===== config.mk =====
export PLATFORM = sky130hd
export DESIGN_NAME = spi_master_tx
export DESIGN_NICKNAME = d
export VERILOG_FILES = /design/src/rtl/spi_master_tx.sv
export SDC_FILE = /design/constraint.sdc
export NUM_CORES = 1
export LEC_CHECK = 0
export BUFFER_PORTS_ARGS = -buffer_cell sky130_fd_sc_hd__buf_2
export CAP_MARGIN = 20
export CORE_ASPECT_RATIO = 0.7
export CORE_UTILIZATION = 45
export CTS_CLUSTER_DIAMETER = 50
export CTS_CLUSTER_SIZE = 8
export DETAILED_ROUTE_END_ITERATION = 10
export SLEW_MARGIN = 20
export SYNTH_ARGS = -nofsm -noshare
export SYNTH_HDL_FRONTEND = slang
export SYNTH_SLANG_ARGS = --single-unit

===== constraint.sdc =====
create_clock -name i_clk -period 2.36 [get_ports i_clk]
set_input_delay 0.472 -clock i_clk [delete_from_list [all_inputs] [get_ports i_clk]]
set_output_delay 0.472 -clock i_clk [all_outputs]
set_load 0.01 [all_outputs]

===== src/rtl/spi_master_tx.sv =====
// spi_master_tx: SPI mode-0 master transmitter. It sends one DATA_WIDTH-bit
// word per frame, MSB first, on o_sck/o_mosi/o_cs. All SPI outputs are
// registered. MOSI changes only together with a falling SCK edge, so it stays
// stable for CLK_DIV cycles after each rising edge.
//
// Ports:
//   i_clk    system clock, the only clock
//   i_rst    asynchronous active-high reset; aborts any frame in flight
//   i_start  frame request, accepted only while o_ready=1
//   i_data   word to send, sampled in the accept cycle
//   o_ready  idle and able to accept i_start
//   o_done   one-cycle pulse when CS rises at the end of a frame
//   o_sck    SPI clock, idles low
//   o_mosi   serial data, MSB first
//   o_cs     chip select, active low
module spi_master_tx #(
  parameter int CLK_DIV    = 8,
  parameter int DATA_WIDTH = 8,
  parameter int CS_SETUP   = 8,
  parameter int CS_HOLD    = 8,
  parameter int CS_GAP     = 8
) (
  input  logic                  i_clk,
  input  logic                  i_rst,
  input  logic                  i_start,
  input  logic [DATA_WIDTH-1:0] i_data,
  output logic                  o_ready,
  output logic                  o_done,
  output logic                  o_sck,
  output logic                  o_mosi,
  output logic                  o_cs
);

  localparam int MAX_AB = (CLK_DIV > CS_SETUP) ? CLK_DIV : CS_SETUP;
  localparam int MAX_CD = (CS_HOLD > CS_GAP) ? CS_HOLD : CS_GAP;
  localparam int MAXP   = (MAX_AB > MAX_CD) ? MAX_AB : MAX_CD;
  localparam int CW     = $clog2(MAXP);
  localparam int BW     = $clog2(DATA_WIDTH + 1);

  // Counters hold "cycles remaining minus one" so a phase ends at zero.
  localparam logic [CW-1:0] L_DIV   = CW'(CLK_DIV - 1);
  localparam logic [CW-1:0] L_SETUP = CW'(CS_SETUP - 1);
  localparam logic [CW-1:0] L_HOLD  = CW'(CS_HOLD - 1);
  localparam logic [CW-1:0] L_GAP   = CW'(CS_GAP - 1);
  localparam logic [BW-1:0] L_BITS  = BW'(DATA_WIDTH);

  typedef enum logic [2:0] {
    S_IDLE, S_SETUP, S_HIGH, S_LOW, S_HOLD, S_GAP
  } state_t;

  state_t                r_state, w_state;
  logic [CW-1:0]         r_cnt, w_cnt;
  logic [BW-1:0]         r_bits, w_bits;
  logic [DATA_WIDTH-1:0] r_shift, w_shift;
  logic                  r_cs, w_cs;
  logic                  r_sck, w_sck;
  logic                  r_mosi, w_mosi;
  logic                  r_done, w_done;
  logic                  r_ready, w_ready;
  logic                  w_last;

  assign w_last = (r_cnt == '0);

  always_ff @(posedge i_clk or posedge i_rst) begin
    if (i_rst) begin
      r_state <= S_IDLE;
      r_cnt   <= '0;
      r_bits  <= '0;
      r_shift <= '0;
      r_cs    <= 1'b1;
      r_sck   <= 1'b0;
      r_mosi  <= 1'b0;
      r_done  <= 1'b0;
      r_ready <= 1'b1;
    end else begin
      r_state <= w_state;
      r_cnt   <= w_cnt;
      r_bits  <= w_bits;
      r_shift <= w_shift;
      r_cs    <= w_cs;
      r_sck   <= w_sck;
      r_mosi  <= w_mosi;
      r_done  <= w_done;
      r_ready <= w_ready;
    end
  end

  // Next-state logic also produces the next value of every registered
  // output, so each output toggles on exactly the edge of its state change.
  always_comb begin
    w_state = r_state;
    w_cnt   = w_last ? r_cnt : r_cnt - CW'(1);
    w_bits  = r_bits;
    w_shift = r_shift;
    w_cs    = r_cs;
    w_sck   = r_sck;
    w_mosi  = r_mosi;
    w_done  = 1'b0;
    case (r_state)
      S_IDLE: begin
        w_cnt = '0;
        if (i_start) begin
          w_state = S_SETUP;
          w_cnt   = L_SETUP;
          w_bits  = '0;
          w_shift = i_data;
          w_cs    = 1'b0;
          w_mosi  = i_data[DATA_WIDTH-1];
        end
      end
      S_SETUP, S_LOW: begin
        if (w_last) begin
          w_state = S_HIGH;
          w_cnt   = L_DIV;
          w_sck   = 1'b1;
          w_bits  = r_bits + BW'(1);
        end
      end
      S_HIGH: begin
        if (w_last) begin
          w_sck = 1'b0;
          if (r_bits == L_BITS) begin
            w_state = S_HOLD;
            w_cnt   = L_HOLD;
          end else begin
            w_state = S_LOW;
            w_cnt   = L_DIV;
            w_shift = {r_shift[DATA_WIDTH-2:0], 1'b0};
            w_mosi  = r_shift[DATA_WIDTH-2];
          end
        end
      end
      S_HOLD: begin
        if (w_last) begin
          w_state = S_GAP;
          w_cnt   = L_GAP;
          w_cs    = 1'b1;
          w_mosi  = 1'b0;
          w_done  = 1'b1;
        end
      end
      S_GAP: begin
        if (w_last) begin
          w_state = S_IDLE;
          w_cnt   = '0;
        end
      end
      default: begin
        w_state = S_IDLE;
        w_cnt   = '0;
        w_cs    = 1'b1;
        w_sck   = 1'b0;
        w_mosi  = 1'b0;
      end
    endcase
    w_ready = (w_state == S_IDLE);
  end

  assign o_ready = r_ready;
  assign o_done  = r_done;
  assign o_sck   = r_sck;
  assign o_mosi  = r_mosi;
  assign o_cs    = r_cs;

endmodule

======== Yosys cells after proc, flatten, opt, wreduce, memory -nomap -nowiden ========
Cells that the tools add are included.
word-level totals
  register bits after elaboration ......... 22
  input port bits ......................... 11
  output and inout port bits .............. 5
  logic and storage cells ................. 69
cells by class
  add/sub/neg operators ................... 2
  equal/unequal tests ..................... 11
  muxes and demuxes ....................... 29
  bitwise operators ....................... 3
  reduce and logical (&&, ||, !) cells .... 15
operators with widths
  cell                                                 number
  2-to-1 mux 3 bit                                     9
  2-to-1 mux 7 bit                                     3
  case mux 3 bit (5 select lines)                      1
  case mux 7 bit (2 select lines)                      1
  != test 2 bit, second input constant                 5
  logical NOT 3 bit                                    3
  case mux 3 bit (3 select lines)                      1
  AND reduction 3 bit                                  3
  2-to-1 mux 1 bit                                     8
  2-to-1 mux 4 bit                                     2
  case mux 4 bit (2 select lines)                      1
  OR reduction 4 bit                                   2
  equality test 3 x 2 -> 1 bit, second input constant  2
  equality test 3 bit, second input constant           2
  case mux 1 bit (3 select lines)                      2
  OR reduction 3 bit                                   2
  AND reduction 5 bit                                  1
  adder 4 x 1 -> 4 bit, second input constant          1
  equality test 4 bit, second input constant           1
  case mux 1 bit (4 select lines)                      1
  AND reduction 4 bit                                  1
  nonzero test 2 bit                                   2
  equality test 3 x 1 -> 1 bit, second input constant  1
  NOT 1 bit                                            3
  other kinds (2)                                      2

======== Depth between registers and ports, before layout ========
Gate-level depths: netlist of run 1.
  depth after elaboration ................. 5
  depth in mapped cells ................... 6
  depth with buffers taken out ............ 6

======== Worst setup path after synthesis of run 1 ========
OpenSTA, ideal clock, no wires.
  kind .................................... reg2reg
  start point ............................. register r_state[1]
  end point ............................... register r_shift[1]
  setup time .............................. 0.125 ns
  arrival ................................. 1.608 ns
  data required time ...................... 2.235 ns
  setup slack ............................. 0.627 ns
  cell stages (with the launch flop) ...... 6
  buffers on the path ..................... 1
  clock period less this slack ............ 1.733 ns
  path through ............................ dfrtp_1 clkbuf_1 nor2_1 nand3b_1 a2bb2oi_2 mux2_2
on the way
  word-level cells in the longest chain between the ends .. 3
  elaborated cells on any way between the ends .. 8
  those cells by class .................... eq/ne (4); mux (1); reduce/logical (3)
ends and longest elaborated chain
  item                                                                  RTL line  RTL
  start: declaration                                                    51        state_t r_state, w_state;
  start signal: assignment                                              76        r_state <= w_state;
  equality test 3 x 2 -> 1 bit or logical NOT 3 bit (tied branches)     99        case (r_state)
  != test 2 bit (no source line) or nonzero test 2 bit (tied branches)  --
  AND reduction 4 bit (no source line)                                  --
  end signal: assignment                                                79        r_shift <= w_shift;
  end: declaration                                                      54        logic [DATA_WIDTH-1:0] r_shift, w_shift;
Several ways; a longest one is shown, not always the timed one.
A chain may end at the register's enable or synchronous reset.

======== Worst setup path in the final report of run 1 ========
  start point ............................. register r_state[0]
  end point ............................... register r_shift[2]
The elaborated chain is that of the path after synthesis.

==> metrics.md, run 1 <==
| Metric | Value |
|---|---|
| First-pass GRT wire length | `3720 um` |
| RSZ-0062 raised after global routing | `false` |
| Period utilization | `0.802` |
| Diode count | `0` |
| Post-place setup slack | `476 ps` |
| Number of synthesized register bits | `22` |
| Sum of negative setup slack | `0 ps` |
| DRT antenna net count | `0` |
| Top cells by area, synth | `dfrtp_1 43%, mux2_2 14%, dfstp_2 4.5%, o21ai_0 3.4%, nand2_1 3.2%` |
| Synthesized cell area | `1160 sq um` |
| Antenna violations before repair | `0` |
| Ports | `16` |
| Post-synth ARST share | `1.00` |
| Die width | `62.8 um` |
| Leak pwr | `0.620 nW` |
| Hold Path Class | `in -> async` |
| Max FO, Critical Path | `7` |
| Vias in the first global route | `788` |
| Final setup viols | `0` |
| RD Place Congestion | `0.811` |
| Total CTS buffers | `3` |
| Area leader, netlist | `dfrtp_1` |
| Maximum buffer depth of the clock tree | `2` |
| Vias per cell | `5.43` |
| Syn Inst Count | `114` |
| Worst path arrival time | `2040 ps` |
| Fin crit period | `1890 ps` |
| Final core utilization | `0.556` |
| Final setup margin | `468 ps` |
| # nets final | `146` |
| Crit end category | `flip-flop` |
| Syn Area/Cell | `10.2 sq um` |
| DR vias | `902` |
| Pwr dens | `1310 nW/um^2` |
| CP Launch Type | `flip-flop` |
| Initial DRC count | `63` |
| Post-CTS setup buffers | `0` |
| I/O Buffers | `15` |
| Critical path class | `reg -> reg` |
| Total iterations of the first detailed-routing run | `4` |
| Clk sinks | `22` |
| Top cell type's share of synthesized area | `0.430` |
| Skew final | `4.60 ps` |
| Core area | `2460 sq um` |
| Count of final max-slew check failures | `0` |
| Synthesized Nets | `127` |
| H-tree depth | `1` |
| Routed len/inst | `13.4 um` |
| Seq/Total Area, Yosys | `0.475` |
| Overall Global Routing Usage | `0.176` |
| Hpwl dp | `1620 um` |
| Clock transition at path regs | `80 ps` |
| Cell Rows | `15` |
| Die H | `44.5 um` |
| R2R cell count | `4` |
| R2R Setup Slk | `470 ps` |
| Worst slew pin tran | `847 ps` |
| Grt total ovfl | `0` |
| Netlist cell types | `33` |
| Worst r2r src | `r_state[0]` |
| Placed Area | `1290 sq um` |
| Die area | `2800 sq um` |
| Max_cap viols | `0` |
| Final hold vios | `0` |
| Maximum vdd drop | `0.489 mV` |
| Commonest cells in the synthesized netlist | `20 x dfrtp_1, 14 x mux2_2, 10 x nand2_1` |
| CP required | `2510 ps` |
| Crit Reg-Reg Endpoint | `r_shift[2]` |
| Post-Layout Inst Area | `1370 sq um` |
| EDFF count, synth | `0` |
| # resized after CTS | `0` |
| Fmax | `0.529 GHz` |
| Top_reg_cell synth | `dfrtp_1` |
| Initial Util | `0.473` |
| Count leader, synth | `dfrtp_1` |
| DRC | `0` |
| Worst-Skew Late Latency | `260 ps` |
| Synth-to-Final Area Change | `17.4%` |
| Largest net degree at the start of global routing | `23` |
| TritonCTS clock tree | `done` |
| Clock root buffer | `clkbuf_8` |
| Drt total wl | `2220 um` |
| Relative slew slack | `0.435` |
| YS warnings | `0` |
| Hold buffers post-CTS | `0` |
| Status | `complete, no violations` |
| Layout cell share with drive strength beyond 1 | `0.326` |
## power by group
group	internal (mW)	switching, mW	total [mW]	leakage, nW
registers	0.534	0.115	0.649	0.271
logic	0.391	0.403	0.794	0.314
clock network	0.226	0.121	0.347	0.0357
## worst max path at each step
stage                     from    endpoint  slack, ps
finish              r_state[0]  r_shift[2]        470
global route        r_state[0]  r_shift[2]        390
CTS                 r_state[0]  r_shift[2]        470
detailed placement  r_state[0]  r_shift[2]        480
global placement    r_state[0]  r_shift[6]        490
floorplan           r_state[1]  r_shift[1]        630
## sequential cells by signal, indices dropped and copies added (netlist names)
register,cells
o_cs,1
o_sck,1
r_bits,4
r_cnt,3
o_mosi,1
o_ready,1
r_state,3
o_done,1
r_shift,7
## cells by family after synthesis
family | after synthesis | synth area share
AO/OA/AOI/OAI | 24 | 0.135
buffers and inverters | 12 | 0.0398
AND/OR/NAND/NOR | 37 | 0.169
multiplexers | 15 | 0.144
adder cells (fa/ha/maj) | 2 | 0.0215
XOR/XNOR | 2 | 0.0151
flip-flops | 22 | 0.475
## critical path: stages, from the launching register on
cell,delay (ps)
dfrtp_1,430
nor2_1,300
nand3b_1,270
a2bb2oi_2,400
mux2_2,390
## cell type report
type                            instances  area (sq um)
Clock inverter                          1          30.0
Fill cell                             217          1090
Sequential cell                        22           553
Tap cell                               34          42.5
Timing Repair Buffer                   20           113
Inverter                                6          22.5
Multi-Input combinational cell         80           564
Clock buffer                            3          41.3
## layer usage
layer,vias up,wire (um),track usage
met5,-,0,0
met4,0,10,0.0419
met3,2,72,0.0490
met2,15,948,0.276
met1,438,1180,0.243
li1,447,-,-
## layout by cell type, fill, tap and decap left out, types with 3 or more instances in the layout
master / n
nand3_1: 5
buf_4: 5
dfrtp_1: 20
a21oi_1: 6
nor3_1: 3
clkbuf_8: 3
buf_2: 15
o21ai_0: 8
nand3b_1: 3
nor2_1: 8
inv_1: 6
mux2_2: 14
nand2_1: 10
## metrics by stage
step | hold WS, ps | power [mW] | cells
2_1_floorplan | 460 | 1.25 | 114
3_3_place_gp | 460 | 1.43 | 162
3_5_place_dp | 472 | 1.46 | 162
4_1_cts | 395 | 1.81 | 166
5_1_grt | 425 | 1.93 | 166
6_report | 371 | 1.79 | 166
(Power assumes the default switching activity.)
==> run 2: changes to the inputs <==
==> constraint.sdc (replaced) <==
create_clock -name i_clk -period 1.8 [get_ports i_clk]
set_input_delay 0.36 -clock i_clk [delete_from_list [all_inputs] [get_ports i_clk]]
set_output_delay 0.36 -clock i_clk [all_outputs]
set_load 0.01 [all_outputs]
==> run 2 against run 1 <==
Effect of this change:
- clock skew rose by 6.5 ps
- global-route usage rose by 0.83 points
- non-clock buffer count rose by 10
- final area rose by 6.3%
- clock power rose by 33%
- largest power group unchanged
- highest routed layer unchanged
==> metrics.md, run 2 (synthesized netlist as in run 1, its figures left out) <==
| Metric | Value |
|---|---|
| Final setup viols | `0` |
| Crit Reg-Reg Endpoint | `r_bits[3]` |
| CP Launch Type | `flip-flop` |
| TritonCTS clock tree | `done` |
| Worst-Skew Late Latency | `270 ps` |
| DR vias | `907` |
| Total iterations of the first detailed-routing run | `4` |
| Grt total ovfl | `0` |
| Diode count | `0` |
| Max_cap viols | `0` |
| Layout cell share with drive strength beyond 1 | `0.373` |
| Sw frac | `0.350` |
| Max reg flops | `7` |
| Register area | `553 sq um` |
| Met1 usage in global routing | `0.260` |
| Critical path class | `reg -> reg` |
| Status | `complete, no violations` |
| Die area | `2800 sq um` |
| Int Power | `1.64 mW` |
| Non-Filler Instances | `176` |
| Max FO, Critical Path | `4` |
| Met3 Usage GRT | `0.0541` |
| Setup crit start | `r_cnt[2]` |
| Drt total wl | `2280 um` |
| Sum of negative setup slack | `0 ps` |
| Commonest non-fill, non-tap cell in the layout | `dfrtp_1` |
| Hold buffers post-CTS | `0` |
| H-tree depth | `1` |
| Clk sinks | `22` |
| Final hold vios | `0` |
| Clock transition at path regs | `80 ps` |
| Ports | `16` |
| Power share of the clock group | `0.184` |
| DRT antenna net count | `0` |
| R2R cell count | `4` |
| Synth-to-Final Area Change | `24.8%` |
| Pwr dens | `1730 nW/um^2` |
| Total CTS buffers | `3` |
| Fmax | `0.577 GHz` |
| Hold Path Class | `in -> async` |
| Fin crit period | `1730 ps` |
| Core area | `2460 sq um` |
| First-pass GRT wire length | `3820 um` |
| Crit end category | `flip-flop` |
| # nets final | `156` |
| Overall Global Routing Usage | `0.184` |
| Cell Rows | `15` |
| Fillers | `213` |
| Top reg by flops | `r_shift` |
| Relative slew slack | `0.694` |
| Switching power | `0.882 mW` |
| DP Cell Count | `172` |
| Hpwl dp | `1710 um` |
| Initial DRC count | `33` |
| RD Place Congestion | `0.867` |
| CP required | `1960 ps` |
| Die width | `62.8 um` |
| Combinational share of power | `0.485` |
| Die H | `44.5 um` |
| Post-CTS setup buffers | `0` |
| Seq pwr share | `0.331` |
| Largest net degree at the start of global routing | `15` |
| Period utilization | `0.964` |
| I/O Buffers | `15` |
| Leak pwr | `0.671 nW` |
| R2R Setup Slk | `70 ps` |
| Met2 usage in global routing | `0.274` |
| Count of final max-slew check failures | `0` |
| Routed len/inst | `13.0 um` |
| Maximum buffer depth of the clock tree | `2` |
| Maximum vdd drop | `0.855 mV` |
| Skew final | `11.1 ps` |
| Gr busiest metal | `met2` |
| Vias in the first global route | `830` |
| Biggest regs | `r_shift: 7 flops, r_bits: 4 flops` |
| Worst path arrival time | `1890 ps` |
| Vias per cell | `5.15` |
| Area occupied by multi-input gates | `576 sq um` |
| Most frequent cells in the layout | `20 x dfrtp_1, 15 x buf_2, 15 x buf_4` |
| DRC | `0` |
| Worst slew pin tran | `453 ps` |
| Antenna violations before repair | `0` |
| Worst r2r src | `r_cnt[2]` |
| RSZ-0062 raised after global routing | `false` |
| Initial Util | `0.473` |
| Clock root buffer | `clkbuf_8` |
## run 2: area by class of cell
class                      instances  area share
clock inverter                     1      0.0207
multi-input combinational         80       0.396
inverter                           6      0.0155
sequential                        22       0.381
tap                               34      0.0293
clock buffer                       3      0.0284
timing repair buffer              30       0.129
## run 2: worst max-delay path, stage by stage, from the launching register on
cell	delay (ps)
dfrtp_1	420
or3_1	450
or4b_4	530
xor2_1	160
nor2_1	50
## run 2: routing by layer
| metal | wire length (um) | share of wire | vias up |
|---|---|---|---|
| met5 | 0 | 0 | - |
| met4 | 19 | 0.0083 | 0 |
| met3 | 84 | 0.037 | 4 |
| met2 | 949 | 0.42 | 16 |
| met1 | 1230 | 0.54 | 423 |
| li1 | - | - | 464 |
## run 2: power by group through the flow
stage | clock, mW | combinational, mW | sequential [mW]
after floorplan | 0 | 0.808 | 0.835
after global placement | 0 | 1.16 | 0.841
after detailed placement | 0 | 1.18 | 0.845
after CTS | 0.482 | 1.19 | 0.835
after global routing | 0.502 | 1.36 | 0.870
final | 0.463 | 1.22 | 0.834
## run 2: worst max path at each step
stage,to,slack [ps],depth (start not counted)
after floorplan,r_shift[1],70,5
after global placement,r_bits[3],100,4
after detailed placement,r_shift[2],80,6
after CTS,r_bits[3],60,4
after global routing,r_bits[3],3,4
final,r_bits[3],70,4
## run 2: timing repair
action	in CTS	in global routing
hold endpoints to repair	0	0
setup endpoints to repair	0	6
resized for setup	0	1
## run 2: stage by stage
| step | total power, mW | worst slack (ps) | instance area (sq um) | utilization | hold WS (ps) |
|---|---|---|---|---|---|
| final | 2.52 | 65.7 | 1450 | 0.591 | 32.4 |
| after global routing | 2.73 | 3.09 | 1450 | 0.591 | 73.1 |
| after CTS | 2.50 | 64.6 | 1440 | 0.586 | 39.9 |
| after detailed placement | 2.02 | 83.7 | 1370 | 0.557 | 342 |
| after global placement | 2.00 | 97.6 | 1370 | 0.557 | 337 |
| after floorplan | 1.64 | 67.5 | 1160 | - | 348 |
==> run 3: changes to the inputs <==
--- a/config.mk
+++ b/config.mk
@@ -8,9 +8,10 @@
 export BUFFER_PORTS_ARGS = -buffer_cell sky130_fd_sc_hd__buf_2
 export CAP_MARGIN = 20
 export CORE_ASPECT_RATIO = 0.7
+export CORE_MARGIN = 4
 export CORE_UTILIZATION = 45
 export CTS_CLUSTER_DIAMETER = 50
-export CTS_CLUSTER_SIZE = 8
+export CTS_CLUSTER_SIZE = 24
 export DETAILED_ROUTE_END_ITERATION = 10
 export SLEW_MARGIN = 20
 export SYNTH_ARGS = -nofsm -noshare
==> run 3 against run 2 <==
Effect of this change:
- hold slack improved by 95 ps
- critical endpoint unchanged
- largest cell class unchanged
- register-to-register slack gained 40 ps
- first-iteration DRC count rose by 76%
==> metrics.md, run 3 (synthesized netlist as in run 1, its figures left out) <==
| Metric | Value |
|---|---|
| Status | `complete, no violations` |
| Max FO, Critical Path | `4` |
| Hold Path Class | `in -> async` |
| Total iterations of the first detailed-routing run | `4` |
| Max_cap viols | `0` |
| Grt total ovfl | `0` |
| First-pass GRT wire length | `4090 um` |
| # nets final | `158` |
| WP buf/inv | `0` |
| CP required | `1960 ps` |
| Diode count | `0` |
| Clock transition at path regs | `80 ps` |
| Crit path max-delay family | `simple AND/OR/NAND/NOR gates` |
| Routed len/inst | `13.2 um` |
| Fin crit period | `1700 ps` |
| Crit Reg-Reg Endpoint | `r_bits[3]` |
| CP Launch Type | `flip-flop` |
| Maximum vdd drop | `0.540 mV` |
| Synth-to-Final Area Change | `24.1%` |
| Max reg flops | `7` |
| Top reg by flops | `r_shift` |
| Final Power | `2.41 mW` |
| Fmax | `0.589 GHz` |
| DR vias | `925` |
| Combinational share of power | `0.521` |
| Pwr dens | `1670 nW/um^2` |
| Worst r2r src | `r_cnt[2]` |
| Vias in the first global route | `882` |
| Period utilization | `0.943` |
| Cell Rows | `15` |
| Largest net degree at the start of global routing | `23` |
| Initial DRC count | `58` |
| Biggest regs | `r_shift: 7 flops, r_bits: 4 flops` |
| R2R cell count | `4` |
| CP max-delay cell | `or4b_4` |
| I/O Buffers | `15` |
| Power share of the clock group | `0.126` |
| Relative slew slack | `0.731` |
| Layout cell share with drive strength beyond 1 | `0.382` |
| H-tree depth | `1` |
| Final hold vios | `0` |
| Switching power | `0.877 mW` |
| Ports | `16` |
| Total CTS buffers | `3` |
| Overall Global Routing Usage | `0.156` |
| Hpwl dp | `1740 um` |
| Seq pwr share | `0.353` |
| Worst path arrival time | `1850 ps` |
| DRC | `0` |
| CP peak stage delay | `540 ps` |
| Worst-Skew Late Latency | `260 ps` |
| Crit end category | `flip-flop` |
| Count of final max-slew check failures | `0` |
| Die area | `3480 sq um` |
| Worst slew pin tran | `398 ps` |
| Die H | `50.5 um` |
| Sw frac | `0.364` |
| Final core utilization | `0.587` |
| Die width | `68.8 um` |
| RD Place Congestion | `0.780` |
| DRT antenna net count | `0` |
| R2R Setup Slk | `100 ps` |
| Clk sinks | `22` |
| Final setup viols | `0` |
| Int Power | `1.53 mW` |
| Initial Util | `0.473` |
| Worst path cell trace | `or3_1 > or4b_4 > xor2_1 > nor2_1` |
| Antenna violations before repair | `0` |
| TritonCTS clock tree | `done` |
| Maximum buffer depth of the clock tree | `2` |
| Commonest non-fill, non-tap cell in the layout | `dfrtp_1` |
| Leak pwr | `0.667 nW` |
| Most frequent cells in the layout | `20 x dfrtp_1, 17 x buf_4, 15 x buf_2` |
| Sum of negative setup slack | `0 ps` |
| Core area | `2460 sq um` |
| Clock root buffer | `clkbuf_8` |
| Critical path class | `reg -> reg` |
| Drt total wl | `2360 um` |
| Hold buffers post-CTS | `0` |
| Skew final | `5.93 ps` |
| RSZ-0062 raised after global routing | `false` |
| Vias per cell | `5.20` |
## run 3: through the flow
step	setup WS (ps)	area, sq um	std cells	hold WS, ps
2_1_floorplan	67.5	1160	114	348
3_3_place_gp	99.3	1390	174	407
6_report	103	1440	178	127
3_5_place_dp	88.0	1390	174	415
5_1_grt	8.56	1440	178	156
4_1_cts	70.5	1430	178	130
## run 3: timing repair
action	CTS	global route
endpoints found under the setup margin	0	6
resized for setup	0	2
buffers inserted	0	0
## run 3: worst max-delay path by stage
stage / to / slack [ps] / cells past startpoint / startpoint
finish: r_bits[3] / 100 / 4 / r_cnt[2]
floorplan: r_shift[1] / 70 / 5 / r_state[1]
CTS: r_shift[2] / 70 / 6 / r_bits[1]
detailed placement: r_shift[2] / 90 / 6 / r_bits[1]
global route: r_shift[6] / 9 / 6 / r_bits[1]
global placement: r_bits[3] / 100 / 4 / r_cnt[2]
## run 3: layer usage
layer  vias up  routed length [um]  global-route usage
met3         2                 146              0.0537
met4         0                   6              0.0194
met2        26                1030               0.228
met1       428                1170               0.227
met5         -                   0                   0
li1        469                   -                   -
## run 3: layout make-up
| type | count | area (sq um) |
|---|---|---|
| fillers | 215 | 1010 |
| multi-input cells | 80 | 578 |
| flip-flops and latches | 22 | 553 |
| repair buffers | 32 | 203 |
| clock buffers | 4 | 45.0 |
| well taps | 34 | 42.5 |
| inverters | 6 | 22.5 |
## run 3: worst reg2reg max path, delay by kind of cell (launching register included)
family / cells / cell delay, ps
AND/OR/NAND/NOR: 3 / 1040
flip-flops: 1 / 420
XOR/XNOR: 1 / 140
## run 3: power groups by stage
stage / logic, mW / registers (mW) / clock network (mW)
3_3_place_gp: 1.20 / 0.853 / 0
2_1_floorplan: 0.808 / 0.835 / 0
4_1_cts: 1.22 / 0.846 / 0.320
3_5_place_dp: 1.22 / 0.852 / 0
5_1_grt: 1.40 / 0.880 / 0.339
6_report: 1.26 / 0.851 / 0.305
